**config.mk**
```make
export PLATFORM = sky130hd
export DESIGN_NAME = repadd_mult
export DESIGN_NICKNAME = d
export VERILOG_FILES = /design/src/rtl/repadd_pkg.sv /design/src/rtl/repadd_mult_add_w.sv /design/src/rtl/repadd_mult.sv
export SDC_FILE = /design/constraint.sdc
export NUM_CORES = 1
export LEC_CHECK = 0
export CORE_MARGIN = 2
export CORE_UTILIZATION = 45
export CTS_CLUSTER_DIAMETER = 200
export DETAILED_ROUTE_END_ITERATION = 7
export MAX_ROUTING_LAYER = met4
export PLACE_DENSITY = 0.76
export SYNTH_ARGS = -nofsm -noshare
export SYNTH_HDL_FRONTEND = slang
export SYNTH_SLANG_ARGS = --single-unit
```
**constraint.sdc**
```tcl
create_clock -name clk -period 3 [get_ports clk]
set_input_delay 0.9 -clock clk [delete_from_list [all_inputs] [get_ports clk]]
set_output_delay 0.9 -clock clk [all_outputs]
set_load 0.05 [all_outputs]
```
**src/rtl/repadd_pkg.sv**
```systemverilog
// Shared types and width helpers for the repeated-addition multiplier.
package repadd_pkg;

    typedef enum logic [1:0] {
        S_IDLE = 2'd0,
        S_RUN  = 2'd1,
        S_DONE = 2'd2
    } state_e;

    function automatic int PROD_W(input int width);
        return 2 * width;
    endfunction

endpackage

```
**src/rtl/repadd_mult_add_w.sv**
```systemverilog
// Parametrised combinational adder of width PROD_W(WIDTH), generalised
// from the earlier fixed 16-bit adder.
module add_w
    import repadd_pkg::*;
#(
    parameter int WIDTH = 16
) (
    input  logic [PROD_W(WIDTH)-1:0] x,
    input  logic [PROD_W(WIDTH)-1:0] y,
    output logic [PROD_W(WIDTH)-1:0] sum
);

    assign sum = x + y;

endmodule

```
**src/rtl/repadd_mult.sv**
```systemverilog
// Sequential multiplier: accumulates the multiplicand once per clock.
// Optional operand swap (min-operand iteration count): define REPADD_SWAP_EN.
module repadd_mult
    import repadd_pkg::*;
#(
    parameter int WIDTH = 16
) (
    input  logic                     clk,
    input  logic                     rst_n,
    input  logic                     start,
    input  logic [WIDTH-1:0]         a,
    input  logic [WIDTH-1:0]         b,
    output logic                     busy,
    output logic                     done,
    output logic [PROD_W(WIDTH)-1:0] product
);

    localparam int PW = PROD_W(WIDTH);

    state_e           state_q, state_d;
    logic [PW-1:0]    m_q, m_d;
    logic [PW-1:0]    acc_q, acc_d;
    logic [PW-1:0]    product_q, product_d;
    logic [WIDTH-1:0] cnt_q, cnt_d;
    logic [PW-1:0]    acc_sum;

    add_w #(.WIDTH(WIDTH)) u_add (
        .x   (acc_q),
        .y   (m_q),
        .sum (acc_sum)
    );

    always_comb begin
        state_d   = state_q;
        m_d       = m_q;
        acc_d     = acc_q;
        cnt_d     = cnt_q;
        product_d = product_q;
        unique case (state_q)
            S_IDLE: begin
                if (start) begin
`ifdef REPADD_SWAP_EN
                    // Iterate over the smaller operand to bound latency.
                    if (a < b) begin
                        m_d   = {{WIDTH{1'b0}}, b};
                        cnt_d = a;
                    end else begin
                        m_d   = {{WIDTH{1'b0}}, a};
                        cnt_d = b;
                    end
`else
                    m_d   = {{WIDTH{1'b0}}, a};
                    cnt_d = b;
`endif
                    acc_d   = '0;
                    state_d = S_RUN;
                end
            end
            S_RUN: begin
                if (cnt_q != '0) begin
                    acc_d = acc_sum;
                    cnt_d = cnt_q - WIDTH'(1);
                end else begin
                    product_d = acc_q;
                    state_d   = S_DONE;
                end
            end
            S_DONE: begin
                state_d = S_IDLE;
            end
            default: begin
                state_d = S_IDLE;
            end
        endcase
    end

    always_ff @(posedge clk or negedge rst_n) begin
        if (!rst_n) begin
            state_q   <= S_IDLE;
            m_q       <= '0;
            acc_q     <= '0;
            cnt_q     <= '0;
            product_q <= '0;
        end else begin
            state_q   <= state_d;
            m_q       <= m_d;
            acc_q     <= acc_d;
            cnt_q     <= cnt_d;
            product_q <= product_d;
        end
    end

    assign busy    = (state_q != S_IDLE);
    assign done    = (state_q == S_DONE);
    assign product = product_q;

endmodule
```
==> results of run 1 <==
## final timing paths
path | to | cells after the start
setup / recovery | busy | 2
hold / removal | product[4]$_DFFE_PN0P_ | 1
setup reg to reg | acc_q[24]$_DFFE_PN0P_ | 10
hold reg to reg | m_q[8]$_DFFE_PN0P_ | 2
max in group asynchronous | acc_q[13]$_DFFE_PN0P_ | 2
min in group clk | m_q[8]$_DFFE_PN0P_ | 2
## final cells by class
class                      count  area [µm²]
clock inverter                 6       115.1
tap                          140       175.2
timing repair buffer          79       760.7
fill                         968        4682
clock buffer                  10       229.0
multi-input combinational    392        2524
sequential                    98        2452
inverter                      12       45.04
## sequential cells by signal, summed over array words and instances, names as in the netlist
name     cells
acc_q       32
product     32
cnt_q       16
m_q         16
state_q      2
## critical path, stage by stage (launching register included)
cell and delay [ns]:
dfrtp_1 0.41, or2_2 0.33, clkdlybuf4s50_1 0.71
## cells in the mapped netlist (4+ instances only)
cell / count / area, µm²
xnor2_1: 12 / 105.1
and2_1: 4 / 25.02
nand3_1: 26 / 130.1
nor3_1: 9 / 45.04
ha_1: 18 / 225.2
and3_1: 5 / 31.28
dfrtp_1: 98 / 2452
o211ai_1: 4 / 30.03
o21ai_0: 42 / 210.2
mux2_2: 32 / 360.4
clkbuf_1: 14 / 52.55
inv_1: 12 / 45.04
nor2_1: 28 / 105.1
mux2i_1: 4 / 40.04
nand2_1: 82 / 307.8
a211oi_1: 4 / 30.03
o31ai_1: 5 / 37.54
buf_2: 9 / 45.04
xor2_1: 9 / 78.83
a21oi_1: 38 / 190.2
a21o_1: 6 / 45.04
## per-stage QoR
| step | total power (µW) | area, µm² | setup slack [ns] | util |
|---|---|---|---|---|
| 4_1_cts | 5607 | 6301 | 0.2930 | 0.5737 |
| 6_report | 5607 | 6301 | 0.3045 | 0.5737 |
| 2_1_floorplan | 3703 | 5124 | 0.6114 | - |
| 3_5_place_dp | 4254 | 5957 | 0.1145 | 0.5424 |
| 3_3_place_gp | 4142 | 5957 | 0.1466 | 0.5424 |
| 5_1_grt | 6003 | 6301 | 0.2212 | 0.5737 |
## layer usage
| metal | vias to the layer above | track usage | share of wire | wire [µm] |
|---|---|---|---|---|
| met5 | - | - | 0 | 0 |
| met4 | 0 | 0.08750 | 0.026 | 304 |
| met3 | 21 | 0.02788 | 0.037 | 434 |
| met2 | 114 | 0.3063 | 0.47 | 5531 |
| met1 | 1967 | 0.2795 | 0.47 | 5582 |
| li1 | 2010 | - | - | - |
## logic make-up after synthesis
family                   synth area share
adder cells (fa/ha/maj)           0.04786
buffers and inverters             0.02930
AO/OA/AOI/OAI                      0.1565
multiplexers                      0.07815
XOR/XNOR                          0.03590
flip-flops                         0.4786
AND/OR/NAND/NOR                    0.1736
## power by group through the flow
| stage | Clock [µW] | Sequential, µW | Combinational (µW) |
|---|---|---|---|
| 4_1_cts | 1350 | 2030 | 2230 |
| 6_report | 1330 | 2030 | 2250 |
| 3_3_place_gp | 0 | 2020 | 2120 |
| 3_5_place_dp | 0 | 2050 | 2210 |
| 2_1_floorplan | 0 | 1960 | 1750 |
| 5_1_grt | 1400 | 2080 | 2520 |
==> flow_metrics.env, run 1 <==
export IMPL_die_y_um=110.7
export IMPL_clock_latency_ns=0.35
export IMPL_dpl_hpwl_um=8292
export IMPL_seq_area_frac_synth=0.4786
export IMPL_finalNonFillerCells=737
export IMPL_r2r_slack_ns=0.36
export IMPL_worstSetupPathType="flop to output pin"
export IMPL_power_share_sequential=0.362
export IMPL_fin_nets=646
export IMPL_yosysWarnings=0
export IMPL_syn_num_nets=580
export IMPL_hold_path_class="primary input to asynchronous set/reset pin"
export IMPL_setup_tns_ns=0
export IMPL_vias=4112
export IMPL_postSynthCellCount=526
export IMPL_grt_max_degree=37
export IMPL_drive_gt1_frac=0.1240
export IMPL_max_slew_margin=0.5517
export IMPL_cts_num_sinks=98
export IMPL_root_buffer="clkbuf_16"
export IMPL_worst_path_max_fanout=5
export IMPL_drt_iter0_markers=210
export IMPL_fmax_mhz=371.0
export IMPL_dpl_cell_count=721
export IMPL_status="finished, final reports clean"
export IMPL_grt_pass1_vias=4098
export IMPL_gp_congestion=0.8472
export IMPL_cts_tree="done"
export IMPL_worst_slew_pin_slew_ns=0.6662
export IMPL_p_sw_uw=2157
export IMPL_fp_dieArea_mm2=0.01226
export IMPL_p_leak_uw=0.002808
export IMPL_detail_route_wirelength_um=11850
export IMPL_slew_viol_final=0
export IMPL_synth_flop_cell="dfrtp_1"
export IMPL_fin_skew_ns=0.007347
export IMPL_finalHoldViolCount=0
export IMPL_rows=38
export IMPL_core_area_mm2=0.01098
export IMPL_initial_core_util=0.4665
export IMPL_arrival_ns=1.80
export IMPL_max_cap_violations=0
export IMPL_htreeDepth=3
export IMPL_critPathRequiredTime_ns=2.10
export IMPL_grt_pass1_wl_um=20080
export IMPL_clk_pin_slew_ns=0.07
export IMPL_final_cell_mix="98 x dfrtp_1, 82 x nand2_1, 67 x clkdlybuf4s50_1"
export IMPL_grtUsageTotal=0.2040
export IMPL_grt_remaining_overflow=0
export IMPL_first_pass_iters=5
export IMPL_p_sw_frac=0.3847
export IMPL_synth_cell_types=65
export IMPL_critPathLaunch="state_q[1]$_DFFE_PN0P_"
export IMPL_numPortBuffers=68
export IMPL_vias_per_cell=5.579
export IMPL_io_pins=69
export IMPL_endpoint_kind="output pin"
export IMPL_timing_rr_start="m_q[0]$_DFFE_PN0P_"
export IMPL_holdWs_ns=0.4863
export IMPL_power_density_mw_per_mm2=889.8
export IMPL_fin_crit_ns=2.695
export IMPL_cp_start_kind="flop"
export IMPL_synth_seq_cells=98
export IMPL_synthesis_area_mm2=0.005124
export IMPL_power_internal_uw=3450
export IMPL_cts_resized=0
export IMPL_p_comb_frac=0.401
export IMPL_synthToLayoutAreaGrowth_pct=22.98
export IMPL_synth_avg_cell_area_um2=9.741
export IMPL_rsz0062_at_grt="no"
export IMPL_async_flop_share=1.000
export IMPL_antenna_found_initial=0
export IMPL_post_route_period_util=0.8985
export IMPL_drc_errors=0
export IMPL_final_common_cell="dfrtp_1"
export IMPL_die_width_um=110.7
export IMPL_cts_hold_buf=0
export IMPL_clkPwrFrac=0.237
export IMPL_clockBufferDepth=2
export IMPL_setup_viol=0
export IMPL_synth_edff_count=0
export IMPL_ant_nets=0
export IMPL_antennaDiodeCount=0
export IMPL_post_cts_buffers=0
export IMPL_cts_buffers_inserted=9
export IMPL_vdd_drop_max_mv=0.4449
export IMPL_wl_per_cell_um=16.08
Note: power is estimated with default switching activity, not from simulation.
==> run 2, diff against run 1 <==
--- a/config.mk
+++ b/config.mk
@@ -5,7 +5,7 @@
 export SDC_FILE = /design/constraint.sdc
 export NUM_CORES = 1
 export LEC_CHECK = 0
-export CORE_MARGIN = 2
+export CORE_MARGIN = 4
 export CORE_UTILIZATION = 45
 export CTS_CLUSTER_DIAMETER = 200
 export DETAILED_ROUTE_END_ITERATION = 7
==> run 2 against run 1 <==
Hold slack worse by 0.0062 ns. Combinational power about the same. Cell count fell by 0.27%. Non-clock buffer count fell by 2. Critical endpoint unchanged. Largest power group unchanged.
==> flow_metrics.env, run 2 (synthesis gave the netlist of run 1 again) <==
export IMPL_seq_area_mm2=0.002452
export IMPL_grt_pass1_wl_um=19980
export IMPL_arrival_ns=1.81
export IMPL_post_route_period_util=0.9025
export IMPL_antenna_found_initial=0
export IMPL_grt_max_degree=99
export IMPL_root_buffer="clkbuf_16"
export IMPL_critPathMaxStageDelay_ns=0.72
export IMPL_antennaDiodeCount=0
export IMPL_clockBufferDepth=2
export IMPL_post_cts_buffers=0
export IMPL_core_area_mm2=0.01098
export IMPL_drive_gt1_frac=0.1227
export IMPL_finalPower_uw=5519
export IMPL_critPathLaunch="state_q[1]$_DFFE_PN0P_"
export IMPL_min_from="m_q[0]$_DFFE_PN0P_"
export IMPL_preCtsSetupSlack_ns=0.1620
export IMPL_cts_hold_buf=0
export IMPL_fin_ws_ns=0.2926
export IMPL_p_leak_uw=0.002793
export IMPL_wl_per_cell_um=16.16
export IMPL_numPortBuffers=68
export IMPL_cts_tree="done"
export IMPL_clk_pin_slew_ns=0.07
export IMPL_ant_nets=0
export IMPL_fin_skew_ns=0.009697
export IMPL_detail_route_wirelength_um=11880
export IMPL_cp_top_family="buffers and inverters"
export IMPL_slew_viol_final=0
export IMPL_setup_viol=0
export IMPL_cp_start_kind="flop"
export IMPL_setup_tns_ns=0
export IMPL_timing_rr_start="acc_q[12]$_DFFE_PN0P_"
export IMPL_hold_path_class="flop to flop"
export IMPL_drt_iter0_markers=335
export IMPL_drc_errors=0
export IMPL_power_density_mw_per_mm2=879.8
export IMPL_htreeDepth=3
export IMPL_dpl_hpwl_um=8186
export IMPL_fp_dieArea_mm2=0.01316
export IMPL_fillerInstances=942
export IMPL_synthToLayoutAreaGrowth_pct=22.44
export IMPL_worst_slew_pin_slew_ns=0.7006
export IMPL_vias=4119
export IMPL_io_pins=69
export IMPL_first_pass_iters=4
export IMPL_path_cells="or2_2, clkdlybuf4s50_1"
export IMPL_holdWs_ns=0.4801
export IMPL_clock_latency_ns=0.35
export IMPL_rsz0062_at_grt="no"
export IMPL_grt_remaining_overflow=0
export IMPL_multi_input_area_mm2=0.002524
export IMPL_finalHoldViolCount=0
export IMPL_grtUsageTotal=0.1963
export IMPL_grt_pass1_vias=4168
export IMPL_cp_slowest_cell="clkdlybuf4s50_1"
export IMPL_fmax_mhz=369.4
export IMPL_max_slew_margin=0.5286
export IMPL_die_width_um=114.7
export IMPL_vdd_drop_max_mv=0.3675
export IMPL_vias_per_cell=5.604
export IMPL_gp_congestion=0.9334
export IMPL_rows=38
export IMPL_die_y_um=114.7
export IMPL_fin_nets=644
export IMPL_cts_buffers_inserted=9
export IMPL_worst_path_max_fanout=5
export IMPL_initial_core_util=0.4665
export IMPL_worstSetupPathType="flop to output pin"
export IMPL_fin_crit_ns=2.707
export IMPL_final_common_cell="dfrtp_1"
export IMPL_status="finished, final reports clean"
export IMPL_cp_num_buf_inv=1
export IMPL_critPathRequiredTime_ns=2.10
export IMPL_cts_resized=0
export IMPL_cts_num_sinks=98
export IMPL_max_cap_violations=0
export IMPL_final_cell_mix="98 x dfrtp_1, 82 x nand2_1, 67 x clkdlybuf4s50_1"
export IMPL_endpoint_kind="output pin"
run 2: worst register-to-register path, cell delays in order (launching register included):
cell	delay, ns
dfrtp_1	0.40
ha_1	0.42
a21oi_1	0.15
o21ai_2	0.19
a21oi_1	0.11
a211o_1	0.34
a2111oi_1	0.56
xnor2_1	0.20
nor2_1	0.06
run 2: stage by stage:
| step | cells | util | cell area [µm²] |
|---|---|---|---|
| after floorplan | 526 | - | 5124 |
| after global placement | 719 | 0.5422 | 5954 |
| after detailed placement | 719 | 0.5422 | 5954 |
| after CTS | 735 | 0.5712 | 6274 |
| after global routing | 735 | 0.5712 | 6274 |
| final | 735 | 0.5712 | 6274 |
run 2: area by class of cell:
class,count,share of cell area
Clock buffer,9,0.03590
Timing Repair Buffer,77,0.1209
Sequential cell,98,0.3909
Multi-Input combinational cell,392,0.4023
Tap cell,140,0.02792
Inverter,12,0.007180
Clock inverter,7,0.01496
run 2: path summary, 6_finish.rpt:
kind                            cells past startpoint                     end  slack, ns
worst max register to register                      8   acc_q[27]$_DFFE_PN0P_       0.46
worst min register to register                      2      m_q[0]$_DFFE_PN0P_       0.48
max in group asynchronous                           2   acc_q[16]$_DFFE_PN0P_       1.99
worst min-delay path                                2      m_q[0]$_DFFE_PN0P_       0.48
worst max-delay path                                2                    busy       0.29
min in group asynchronous                           2  product[1]$_DFFE_PN0P_       0.57
run 2: report_power, final:
group,internal (µW),switching [µW],total [µW]
sequential,1680,338,2020
combinational,962,1310,2270
clock,728,500,1230
total,3370,2150,5520
run 2: metal layers:
| layer | GRT usage | vias to the layer above | share of wire |
|---|---|---|---|
| met2 | 0.3081 | 121 | 0.48 |
| met1 | 0.2521 | 1986 | 0.46 |
| li1 | - | 1992 | - |
| met3 | 0.04070 | 20 | 0.043 |
| met4 | 0.07277 | 0 | 0.024 |
| met5 | - | - | 0 |
==> run 3, diff against run 2 <==
--- a/config.mk
+++ b/config.mk
@@ -11,6 +11,7 @@
 export DETAILED_ROUTE_END_ITERATION = 7
 export MAX_ROUTING_LAYER = met4
 export PLACE_DENSITY = 0.76
+export SETUP_SLACK_MARGIN = 0.5
 export SYNTH_ARGS = -nofsm -noshare
 export SYNTH_HDL_FRONTEND = slang
 export SYNTH_SLANG_ARGS = --single-unit
==> run 3 against run 2 <==
Via count rose by 0.51%. Design area rose by 2.8%. Cell count rose by 0.95%. Sequential power barely moved. Worst setup slack improved by 0.20 ns. Critical endpoint is now acc_q[24]$_DFFE_PN0P_. Core utilization rose by 1.6 points. Hold slack improved by 0.0036 ns. Non-clock buffer count rose by 7. Global-route usage rose by 0.092 points. Clock power barely moved. Critical path depth rose by 6. Register-to-register slack improved by 0.07 ns.
==> flow_metrics.env, run 3 (synthesis gave the netlist of run 1 again) <==
export IMPL_status="finished, final reports clean"
export IMPL_max_slew_margin=0.6266
export IMPL_htreeDepth=3
export IMPL_ant_nets=0
export IMPL_core_area_mm2=0.01098
export IMPL_vias=4140
export IMPL_worst_path_max_fanout=3
export IMPL_slew_viol_final=0
export IMPL_first_pass_iters=5
export IMPL_cp_top_family="simple AND/OR/NAND/NOR gates"
export IMPL_fin_crit_ns=2.504
export IMPL_cts_hold_buf=0
export IMPL_arrival_ns=2.77
export IMPL_max_cap_violations=0
export IMPL_worst_slew_pin_slew_ns=0.5600
export IMPL_power_density_mw_per_mm2=890.7
export IMPL_vdd_drop_max_mv=0.3397
export IMPL_p_leak_uw=0.002829
export IMPL_cp_start_kind="primary input"
export IMPL_setup_viol=0
export IMPL_rows=38
export IMPL_grt_pass1_wl_um=20080
export IMPL_post_route_period_util=0.8348
export IMPL_cts_tree="done"
export IMPL_worstSetupPathType="primary input to flop"
export IMPL_cts_buffers_inserted=9
export IMPL_critPathMaxStageDelay_ns=0.46
export IMPL_die_y_um=114.7
export IMPL_fillerInstances=911
export IMPL_hold_path_class="flop to flop"
export IMPL_cts_num_sinks=98
export IMPL_die_width_um=114.7
export IMPL_clockBufferDepth=2
export IMPL_synthToLayoutAreaGrowth_pct=25.81
export IMPL_clk_pin_slew_ns=0.07
export IMPL_wl_per_cell_um=16.62
export IMPL_io_pins=69
export IMPL_numPortBuffers=68
export IMPL_grt_max_degree=99
export IMPL_finish_utilization=0.5869
export IMPL_cp_slowest_cell="clkdlybuf4s50_1"
export IMPL_fin_skew_ns=0.01024
export IMPL_final_cell_mix="98 x dfrtp_1, 81 x nand2_1, 65 x clkdlybuf4s50_1"
export IMPL_fin_nets=651
export IMPL_fmax_mhz=399.3
export IMPL_drive_gt1_frac=0.1628
export IMPL_clock_latency_ns=0.35
export IMPL_vias_per_cell=5.580
export IMPL_final_common_cell="dfrtp_1"
export IMPL_drc_errors=0
export IMPL_grt_remaining_overflow=0
export IMPL_path_cells="clkdlybuf4s50_1, or3b_1, nand2_1, o221ai_2, a31oi_4, nand2_2, or3_1, a21oi_1"
export IMPL_cp_num_buf_inv=1
export IMPL_root_buffer="clkbuf_16"
export IMPL_gp_congestion=0.9334
export IMPL_antenna_found_initial=0
export IMPL_detail_route_wirelength_um=12330
export IMPL_initial_core_util=0.4665
export IMPL_fp_dieArea_mm2=0.01316
export IMPL_grt_pass1_vias=4185
export IMPL_endpoint_kind="flop"
export IMPL_rsz0062_at_grt="yes"
export IMPL_dpl_hpwl_um=8186
export IMPL_antennaDiodeCount=0
export IMPL_drt_iter0_markers=353
export IMPL_grtUsageTotal=0.1972
export IMPL_critPathRequiredTime_ns=3.27
export IMPL_setup_tns_ns=0
export IMPL_holdWs_ns=0.4837
export IMPL_finalHoldViolCount=0
[run 3: cell count changes in the layout (fill, tap and decap cells not counted), sizes merged]
cell	change
dlygate4sd2	+2
buf	+7
clkdlybuf4s50	-2
[run 3: per-stage QoR]
stage / cell area, µm² / instances / setup WS (ns) / total power (µW)
2_1_floorplan: 5124 / 526 / 0.6114 / 3703
3_5_place_dp: 5954 / 719 / 0.1620 / 4265
3_3_place_gp: 5954 / 719 / 0.2005 / 4150
4_1_cts: 6289 / 735 / 0.4425 / 5544
6_report: 6446 / 742 / 0.4957 / 5742
5_1_grt: 6446 / 742 / 0.4475 / 6149
[run 3: cell type report]
type | count | area, µm² | area share
multi-input cells | 392 | 2646 | 0.4105
well taps | 140 | 175.2 | 0.02717
flip-flops and latches | 98 | 2452 | 0.3804
inverters | 12 | 45.04 | 0.006988
clock buffers | 9 | 225.2 | 0.03494
repair buffers | 84 | 808.3 | 0.1254
clock inverters | 7 | 93.84 | 0.01456
[run 3: power breakdown]
| group | internal [µW] | switching, µW | leakage, µW |
|---|---|---|---|
| clock network | 728 | 497 | 0.000151 |
| logic | 1050 | 1420 | 0.00142 |
| registers | 1680 | 362 | 0.00126 |
| total | 3470 | 2280 | 0.00283 |
[run 3: routing by layer]
metal  part of all wire  GRT usage
met3              0.041    0.03330
met5                  0          -
met2               0.49     0.3093
met1               0.45     0.2542
met4              0.021    0.08294
[run 3: final timing paths]
kind	start	endpoint	slack, ns	cells past startpoint
worst max-delay path	start	acc_q[24]$_DFFE_PN0P_	0.50	8
worst min register to register	m_q[0]$_DFFE_PN0P_	m_q[0]$_DFFE_PN0P_	0.48	2
worst max register to register	acc_q[0]$_DFFE_PN0P_	acc_q[24]$_DFFE_PN0P_	0.53	10
max in group asynchronous	rst_n	acc_q[11]$_DFFE_PN0P_	1.97	2
min in group asynchronous	rst_n	product[1]$_DFFE_PN0P_	0.57	2
worst min-delay path	m_q[0]$_DFFE_PN0P_	m_q[0]$_DFFE_PN0P_	0.48	2
[run 3: what timing repair did]
item,4_1_cts,5_1_grt
endpoints found under the setup margin,5,16
setup buffers,0,7
endpoints found under the hold margin,0,0
resized for setup,5,23
pin swaps,1,8
[run 3: worst register-to-register path, delay by kind of cell, from the launching register on]
family,cells,cell delay (ns)
AO/OA/AOI/OAI,4,0.84
AND/OR/NAND/NOR,3,0.58
adder cells (fa/ha/maj),2,0.53
buffers and inverters,1,0.05
flip-flops,1,0.37
